### src/rtl/register_bank_mp.sv
// register_bank_mp: multi-port MIPS general-purpose register file.
//   - N_READ_PORTS combinational read ports and two prioritised synchronous
//     write ports. Port 1 wins when both ports hit the same address.
//   - Register 0 reads as zero and ignores writes.
//   - A debug dump engine streams every register in index order over
//     valid/ready.
// Optional feature macro: REGISTER_BANK_BYPASS_EN.
//   When it is defined, reads see a committing write in the same cycle.
//   This also applies to the dump LOAD capture.

// One read port: an array lookup, optional write bypass, and a zero override.
module register_bank_mp_rd_port #(
   parameter int NB_DATA     = 32,
   parameter int N_REGISTERS = 32,
   parameter int NB_REGISTER = 5
) (
   input  logic [N_REGISTERS-1:0][NB_DATA-1:0] i_regs,
   input  logic [NB_REGISTER-1:0]              i_sel,
`ifdef REGISTER_BANK_BYPASS_EN
   input  logic [1:0]                          i_wr_commit,
   input  logic [1:0][NB_REGISTER-1:0]         i_wr_sel,
   input  logic [1:0][NB_DATA-1:0]             i_wr_data,
`endif
   output logic [NB_DATA-1:0]                  o_data
);

   // Array read. The bypass is checked port 0 first so port 1 overrides it.
   // Select 0 is forced to zero last.
   always_comb begin
      o_data = i_regs[i_sel];
`ifdef REGISTER_BANK_BYPASS_EN
      if (i_wr_commit[0] && (i_wr_sel[0] == i_sel)) o_data = i_wr_data[0];
      if (i_wr_commit[1] && (i_wr_sel[1] == i_sel)) o_data = i_wr_data[1];
`endif
      if (i_sel == '0) o_data = '0;
   end

endmodule

module register_bank_mp #(
   parameter int NB_DATA      = 32,
   parameter int N_REGISTERS  = 32,
   parameter int NB_REGISTER  = 5,
   parameter int N_READ_PORTS = 2
) (
   input  logic                              i_clock,
   input  logic                              i_reset,
   input  logic                              i_valid,
   input  logic [N_READ_PORTS*NB_REGISTER-1:0] i_read_sel,
   output logic [N_READ_PORTS*NB_DATA-1:0]   o_read_data,
   input  logic                              i_wr0_enable,
   input  logic [NB_REGISTER-1:0]            i_wr0_sel,
   input  logic [NB_DATA-1:0]                i_wr0_data,
   input  logic                              i_wr1_enable,
   input  logic [NB_REGISTER-1:0]            i_wr1_sel,
   input  logic [NB_DATA-1:0]                i_wr1_data,
   input  logic                              i_dump_start,
   input  logic                              i_dump_ready,
   output logic                              o_dump_valid,
   output logic [NB_DATA-1:0]                o_dump_data,
   output logic [NB_REGISTER-1:0]            o_dump_addr,
   output logic                              o_dump_busy,
   output logic                              o_dump_done
);

   localparam logic [NB_REGISTER-1:0] LAST_IDX = NB_REGISTER'(N_REGISTERS - 1);

   typedef enum logic [1:0] {ST_IDLE, ST_LOAD, ST_SEND, ST_DONE} dump_state_t;

   logic [N_REGISTERS-1:0][NB_DATA-1:0] regs;

   // The write ports are collected into index-1 packed arrays.
   // Index 1 is the higher-priority port.
   logic [1:0]                  wr_commit;
   logic [1:0][NB_REGISTER-1:0] wr_sel;
   logic [1:0][NB_DATA-1:0]     wr_data;

   dump_state_t            state, state_nxt;
   logic [NB_REGISTER-1:0] dump_idx, dump_idx_nxt;
   logic [NB_DATA-1:0]     dump_data_nxt;
   logic [NB_REGISTER-1:0] dump_addr_nxt;
   logic [NB_DATA-1:0]     dump_word;

   assign wr_sel    = {i_wr1_sel, i_wr0_sel};
   assign wr_data   = {i_wr1_data, i_wr0_data};
   // A write commits only when the pipeline advances and the target is nonzero.
   assign wr_commit = {i_valid && i_wr1_enable && (i_wr1_sel != '0),
                       i_valid && i_wr0_enable && (i_wr0_sel != '0)};

   // Register array. Port 1 is applied last so it wins on an address collision.
   always_ff @(posedge i_clock) begin
      if (i_reset) begin
         regs <= '0;
      end else begin
         for (int w = 0; w < 2; w++)
            if (wr_commit[w]) regs[wr_sel[w]] <= wr_data[w];
      end
   end

   for (genvar k = 0; k < N_READ_PORTS; k++) begin : g_rd
      register_bank_mp_rd_port #(
         .NB_DATA(NB_DATA), .N_REGISTERS(N_REGISTERS), .NB_REGISTER(NB_REGISTER)
      ) u_rd (
         .i_regs      (regs),
         .i_sel       (i_read_sel[k*NB_REGISTER +: NB_REGISTER]),
`ifdef REGISTER_BANK_BYPASS_EN
         .i_wr_commit (wr_commit),
         .i_wr_sel    (wr_sel),
         .i_wr_data   (wr_data),
`endif
         .o_data      (o_read_data[k*NB_DATA +: NB_DATA])
      );
   end

   // The dump engine has its own read port, so its capture bypasses the same
   // way the datapath reads do.
   register_bank_mp_rd_port #(
      .NB_DATA(NB_DATA), .N_REGISTERS(N_REGISTERS), .NB_REGISTER(NB_REGISTER)
   ) u_dump_rd (
      .i_regs      (regs),
      .i_sel       (dump_idx),
`ifdef REGISTER_BANK_BYPASS_EN
      .i_wr_commit (wr_commit),
      .i_wr_sel    (wr_sel),
      .i_wr_data   (wr_data),
`endif
      .o_data      (dump_word)
   );

   // Dump FSM state, index and captured word/address.
   always_ff @(posedge i_clock) begin
      if (i_reset) begin
         state       <= ST_IDLE;
         dump_idx    <= '0;
         o_dump_data <= '0;
         o_dump_addr <= '0;
      end else begin
         state       <= state_nxt;
         dump_idx    <= dump_idx_nxt;
         o_dump_data <= dump_data_nxt;
         o_dump_addr <= dump_addr_nxt;
      end
   end

   // Dump FSM next state. The word is captured in LOAD and held through SEND.
   always_comb begin
      state_nxt     = state;
      dump_idx_nxt  = dump_idx;
      dump_data_nxt = o_dump_data;
      dump_addr_nxt = o_dump_addr;
      case (state)
         ST_IDLE: begin
            if (i_dump_start) begin
               state_nxt    = ST_LOAD;
               dump_idx_nxt = '0;
            end
         end
         ST_LOAD: begin
            dump_data_nxt = dump_word;
            dump_addr_nxt = dump_idx;
            state_nxt     = ST_SEND;
         end
         ST_SEND: begin
            if (i_dump_ready) begin
               if (dump_idx == LAST_IDX) begin
                  state_nxt = ST_DONE;
               end else begin
                  dump_idx_nxt = dump_idx + 1'b1;
                  state_nxt    = ST_LOAD;
               end
            end
         end
         ST_DONE: state_nxt = ST_IDLE;
         default: state_nxt = ST_IDLE;
      endcase
   end

   // Status outputs decode directly from the state, so reset forces them low.
   always_comb begin
      o_dump_valid = (state == ST_SEND);
      o_dump_busy  = (state != ST_IDLE);
      o_dump_done  = (state == ST_DONE);
   end

endmodule
### config.mk
export PLATFORM = sky130hd
export DESIGN_NAME = register_bank_mp
export DESIGN_NICKNAME = d
export VERILOG_FILES = /design/src/rtl/register_bank_mp.sv
export SDC_FILE = /design/constraint.sdc
export NUM_CORES = 2
export LEC_CHECK = 0
export CAP_MARGIN = 20
export CORE_AREA = 3 3 406 709
export DETAILED_ROUTE_END_ITERATION = 16
export DIE_AREA = 0 0 409 712
export DONT_BUFFER_PORTS = 1
export HOLD_SLACK_MARGIN = 0.06
export PLACE_DENSITY = 0.38
export SLEW_MARGIN = 0
export SYNTH_ARGS = -nofsm -noshare
export SYNTH_HDL_FRONTEND = slang
export SYNTH_SLANG_ARGS = --single-unit
### constraint.sdc
create_clock -name i_clock -period 3 [get_ports i_clock]
set_clock_uncertainty 0.1 [all_clocks]
set_input_delay 0.3 -clock i_clock [delete_from_list [all_inputs] [get_ports i_clock]]
set_output_delay 0.3 -clock i_clock [all_outputs]
set_load 0.05 [all_outputs]
* Yosys cells after proc, flatten, opt, wreduce, memory -nomap -nowiden
Index checks and enable logic that the tools add are counted.
** Operators by class
- Multiplexer cells :: 26
- $lt $le $gt $ge :: 7
- Equal/unequal tests :: 7
- Add/subtract/negate cells :: 1
- Reductions and logical operators :: 16
** Operator list (number)
- two-way mux 1024 bit :: 3
- bitwise mux 1024 bit :: 2
- binary-select mux 32 bit (select 5 bit) :: 3
- demux 32 bit (select 5 bit) :: 2
- two-way mux 32 bit :: 8
- < comparator 5 x 6 -> 1 bit (second input constant) :: 5
- logical NOT 5 bit :: 3
- two-way mux 5 bit :: 3
- greater-or-equal comparator 5 x 1 -> 1 bit (second input constant) :: 2
- case mux 5 bit (2 select lines) :: 1
- nonzero test 5 bit :: 2
- case mux 2 bit (4 select lines) :: 1
- logical AND 1 bit :: 6
- two-way mux 2 bit :: 3
- != test 2 bit (second input constant) :: 3
- adder 5 x 1 -> 5 bit (second input constant) :: 1
- equality test 5 bit (second input constant) :: 1
- equality test 2 bit (second input constant) :: 2
- AND reduction 4 bit :: 1
- nonzero test 2 bit :: 2
- equality test 2 x 1 -> 1 bit (second input constant) :: 1
- logical NOT 2 bit :: 1
- AND reduction 2 bit :: 1
** Word-level totals
- Register bits :: 1068
- Input port bits :: 91

* Depth between registers and ports, before layout
- Word-level depth :: 9
- Gate-level depth with buffers :: 9

* Cells and area by module
Synthesis repeated with hierarchy kept, for this count alone.
** Second synthesis, totals
- Cells, all modules :: 8440
- Area, all modules :: 77145.2 um2
** By module, submodules not included
- register_bank_mp :: area each 52041.2 um2, instances 1, seq. area each 21380.5 um2, cells each 6448
- register_bank_mp_rd_port :: area each 8368.0 um2, instances 3, seq. area each 0.0 um2, cells each 664

* Worst setup path after synthesis
Ideal clock, no wire load.
- Kind :: input to output
- Start :: input port i_read_sel[1]
- End :: output port o_read_data[10]
- Data arrival time :: 2.291 ns
- Setup slack :: 0.309 ns
- Stages on the path :: 6
- Data required time :: 2.600 ns
- Cells stage by stage :: clkbuf_1 clkbuf_1 buf_1 mux4_2 mux4_2 a22o_1
** On the way
- Longest elaborated chain between the ends :: 3
- Elaborated cells between the ends (all ways) :: 4
- Those cells by class :: 3 x mux; 1 x reduce/logical
** RTL lines
- from (decl) :: line 49 : input logic [N_READ_PORTS*NB_REGISTER-1:0] i_read_sel,
- binary-select mux 32 bit (select 5 bit) :: line 30 : o_data = i_regs[i_sel];
- two-way mux 32 bit (implied by the code) :: line 30
- two-way mux 32 bit (*) :: line 35 : if (i_sel == '0) o_data = '0;
- to (decl) :: line 50 : output logic [N_READ_PORTS*NB_DATA-1:0] o_read_data,
Every way passes the cells marked *; elsewhere a longest branch is shown, timed or not. The select of a mux whose other input is x is not followed.

* Worst setup path after layout
- Start :: input port i_reset
- End :: register regs[840] (netlist name)
** RTL lines
- from (decl) :: line 47 : input logic i_reset,
- to (signal, indexed assignment) :: line 96 : if (wr_commit[w]) regs[wr_sel[w]] <= wr_data[w];
- to (decl) :: line 70 : logic [N_REGISTERS-1:0][NB_DATA-1:0] regs;
No word-level cell between the ends.

==> key figures <==
Status
  – Outcome: complete, but fails checks
  – Failing checks: max-slew violations, negative setup slack

Power
  – Clk pwr share: 0.478
  – Peak VDD IR: approximately 470 uV
  – P_leak: approximately 32 nW
  – Net Sw Power: 9.20 mW
  – Logic pwr share: 0.094
  – Seq pwr share: 0.429
  – Int Pwr: 24.6 mW
  – Power Density: 367 mW/mm^2
  – Sw frac: 0.272
  – Total power: around 34 mW

Critical path
  – Worst-case reg-to-reg path depth: 6
  – Arr. time, crit path: between 4000 and 5000 ps
  – FF-to-FF End: o_dump_data[13]
  – Worst R2R Start: dump_idx[0]
  – Critical path's largest stage delay: around 1300 ps
  – Req. time, crit path: ~3600 ps
  – CP bufs+invs: 1
  – Critical path class: input port to flop
  – Crit-path cells: a311oi_1, dlygate4sd3_1
  – Slowest CP cell: a311oi_1
  – Reg2Reg Setup Slack: roughly 110 ps
  – CP top delay family: compound AO/OA/AOI/OAI gates
  – Critical path launch point: i_reset
  – CP Capture Type: flop
  – Worst Setup Start Kind: input port
  – Worst-path fanout max: a little under 900

Flow run
  – Maxcap violations: 0

Hold path
  – HP Class: input port to flop
  – Hold Path Origin: i_reset
  – Worst hold stages: 2
  – Worst hold path endpoint: regs[694]

Synthesis
  – Top cells by count, synth: 1068 x dfxtp_1, 1017 x nor2_1, 843 x nand2_1
  – Mapped Area: ~0.07 sq mm
  – Seq cells post-synth: approximately 1.1k
  – Synth area leader: dfxtp_1
  – Syn avg cell area: 9.61 sq um
  – Synth top area cells: dfxtp_1 30%, mux4_2 27%, a311oi_1 9.6%
  – EDFF count, synth: 0
  – Synth top area share: 0.303
  – Register area share after synthesis: 0.303
  – Syn. warnings: 0
  – Primary FF master, synth: dfxtp_1
  – Ys async rst share: 0
  – Synth unique cells: a little under 50
  – Gate Count Post-Synth: around 7.3k
  – Cell with the most instances after synthesis: dfxtp_1
  – Syn_nets: between 7k and 8k

GRT
  – Initial antenna violation count: 40
  – Vias in the first global route: roughly 73k
  – All-layer global routing usage: 0.300
  – Pin count of the biggest net entering global routing: 895
  – Total global routing overflow: 0
  – First-pass GRT wire length: around 620000 microns

STA
  – Fin Setup TNS: -52770 ps
  – RSZ-0062 raised after global routing: yes
  – Final hold vios: 0
  – Endpoints failing setup: a little over 200
  – Tcrit/Tclk final: 1.20
  – Max-slew violations: between 400 and 500
  – FMAX: between 200 and 300 MHz
  – Slew HR: -1.80
  – Worst-margin pin slew: 4200 ps
  – Final setup margin: -588 ps
  – Minimum clock period: roughly 3600 ps

Floorplan
  – IO Pins: between 150 and 200
  – Die width: ~410 microns
  – Die height: about 710 microns
  – Die area: 0.291 sq mm
  – Core ar.: ~0.28 sq mm
  – Initial core utilization: 0.250
  – Site Rows: between 200 and 300

Clock tree
  – Clock Latency Late Sink: 810 ps
  – TritonCTS clock tree: built
  – CTS H-tree depth: 3
  – Clock buffer depth: 3
  – Clock root cell: clkbuf_16
  – Cts bufs inserted: between 100 and 150
  – # clock sinks: around 1.1k
  – Worst-path clk slew: approximately 60 ps

Routing
  – Post-DR wirelength/cell: 38.4 microns
  – Routed Antenna Nets: 0
  – DR iter-0 viols: approximately 8.5k
  – Initial DRT Pass Iterations: 8
  – Vias/cell: between 6 and 7
  – Detailed-route DRC error count: 0
  – WL final: 452000 microns
  – Via count: ~74k

Layout
  – Share of layout cells above drive strength 1: 0.221
  – Final #Nets: 7940
  – Post-layout util: 0.326
  – Post-route cell area: about 0.092 sq mm
  – Layout area overhead: 30.7%
  – Final Instance Count excl. Fillers: roughly 12k

Placement
  – Routability Congestion: roughly 0.84
  – IO Port Bufs: 0
  – Dpl cells: between 10k and 15k
  – Placed Area: roughly 0.075 sq mm
  – HPWL after detailed placement: between 200000 and 250000 microns
-- flip-flops by register name, indices dropped and copies added, names as in the netlist --
name,cells
o_dump_data,32
o_dump_addr,5
dump_idx,5
regs,1024
state,2
-- power groups by stage --
stage / Clock, mW / Sequential [mW] / Combinational, mW
after floorplan: 0 / 14.7 / 2.13
after global placement: 0 / 14.8 / 1.93
after detailed placement: 0 / 14.8 / 1.95
after CTS: 16.3 / 14.5 / 3.09
after global routing: 16.8 / 14.5 / 3.21
final: 16.2 / 14.5 / 3.17
-- cells by family (layout without fill, tap and decap cells) --
| group | after synthesis | in the layout | synth area share |
|---|---|---|---|
| mux | 1187 | 1187 | 0.316 |
| xor+xnor | 1 | 1 | 0.000124 |
| fa+ha+maj | 3 | 3 | 0.000532 |
| other cells | 0 | 56 | 0 |
| buf+inv | 1050 | 1654 | 0.0627 |
| simple gates | 2212 | 2213 | 0.126 |
| compound gates | 1817 | 1817 | 0.191 |
| flops | 1068 | 1068 | 0.303 |
-- timing repair --
action / in CTS / in global routing
hold buffers: 1097 / 0
pin swaps: 46 / 8
setup endpoints to repair: 65 / 50
endpoints found under the hold margin: 1036 / 0
cloned: 0 / 1
resized for setup: 302 / 77
setup buffers: 13 / 0
-- how the worst max path moves through the flow --
| stage | to | slack, ps | cells after the start |
|---|---|---|---|
| floorplan | o_read_data[10] | 310 | 6 |
| global placement | o_dump_data[17] | -30 | 6 |
| detailed placement | o_dump_data[17] | -40 | 6 |
| CTS | o_read_data[48] | -170 | 4 |
| global route | o_read_data[49] | -130 | 4 |
| finish | regs[840] | -590 | 2 |
-- layout by cell type (no fill, tap or decap), types with 20 or more instances in the layout --
master / netlist / final
diode_2: 0 / 56
dfxtp_1: 1068 / 857
clkinv_2: 0 / 20
nand2_1: 843 / 835
nand3_1: 264 / 240
o31ai_1: 31 / 31
o22ai_1: 62 / 62
a311oi_1: 770 / 770
a22o_1: 126 / 86
a211oi_1: 226 / 226
nor2_4: 0 / 20
a2111oi_0: 63 / 61
nor2_1: 1017 / 998
nand3_4: 0 / 24
mux2i_1: 353 / 353
nor2b_1: 44 / 39
dfxtp_2: 0 / 206
buf_12: 0 / 188
clkbuf_1: 822 / 23
dlygate4sd3_1: 0 / 1031
o21ai_0: 496 / 496
clkbuf_8: 0 / 36
clkbuf_16: 0 / 120
buf_4: 29 / 172
a22o_4: 0 / 36
buf_6: 33 / 20
mux4_2: 831 / 831
-- final cells by class --
class	instances	area, sq um
fillers	28800	190000
inverters	6	22.5
clock inverters	39	462
multi-input cells	5221	45700
flip-flops and latches	1068	21700
diodes	56	140
clock buffers	179	3580
well taps	3770	4720
repair buffers	1430	15900
-- metrics by stage --
step / hold WS (ps) / setup WS (ps)
floorplan: 293 / 309
global placement: 299 / -33.7
detailed placement: 298 / -38.8
CTS: 67.5 / -174
global route: 100 / -128
finish: 115 / -588
-- layer usage --
metal	track usage	vias up	wire, microns
li1	-	29500	-
met2	0.490	4658	213000
met5	0	-	90
met4	0.218	14	38200
met1	0.340	38000	159000
met3	0.0730	1473	42300
Note: power is estimated with default switching activity, not from simulation.
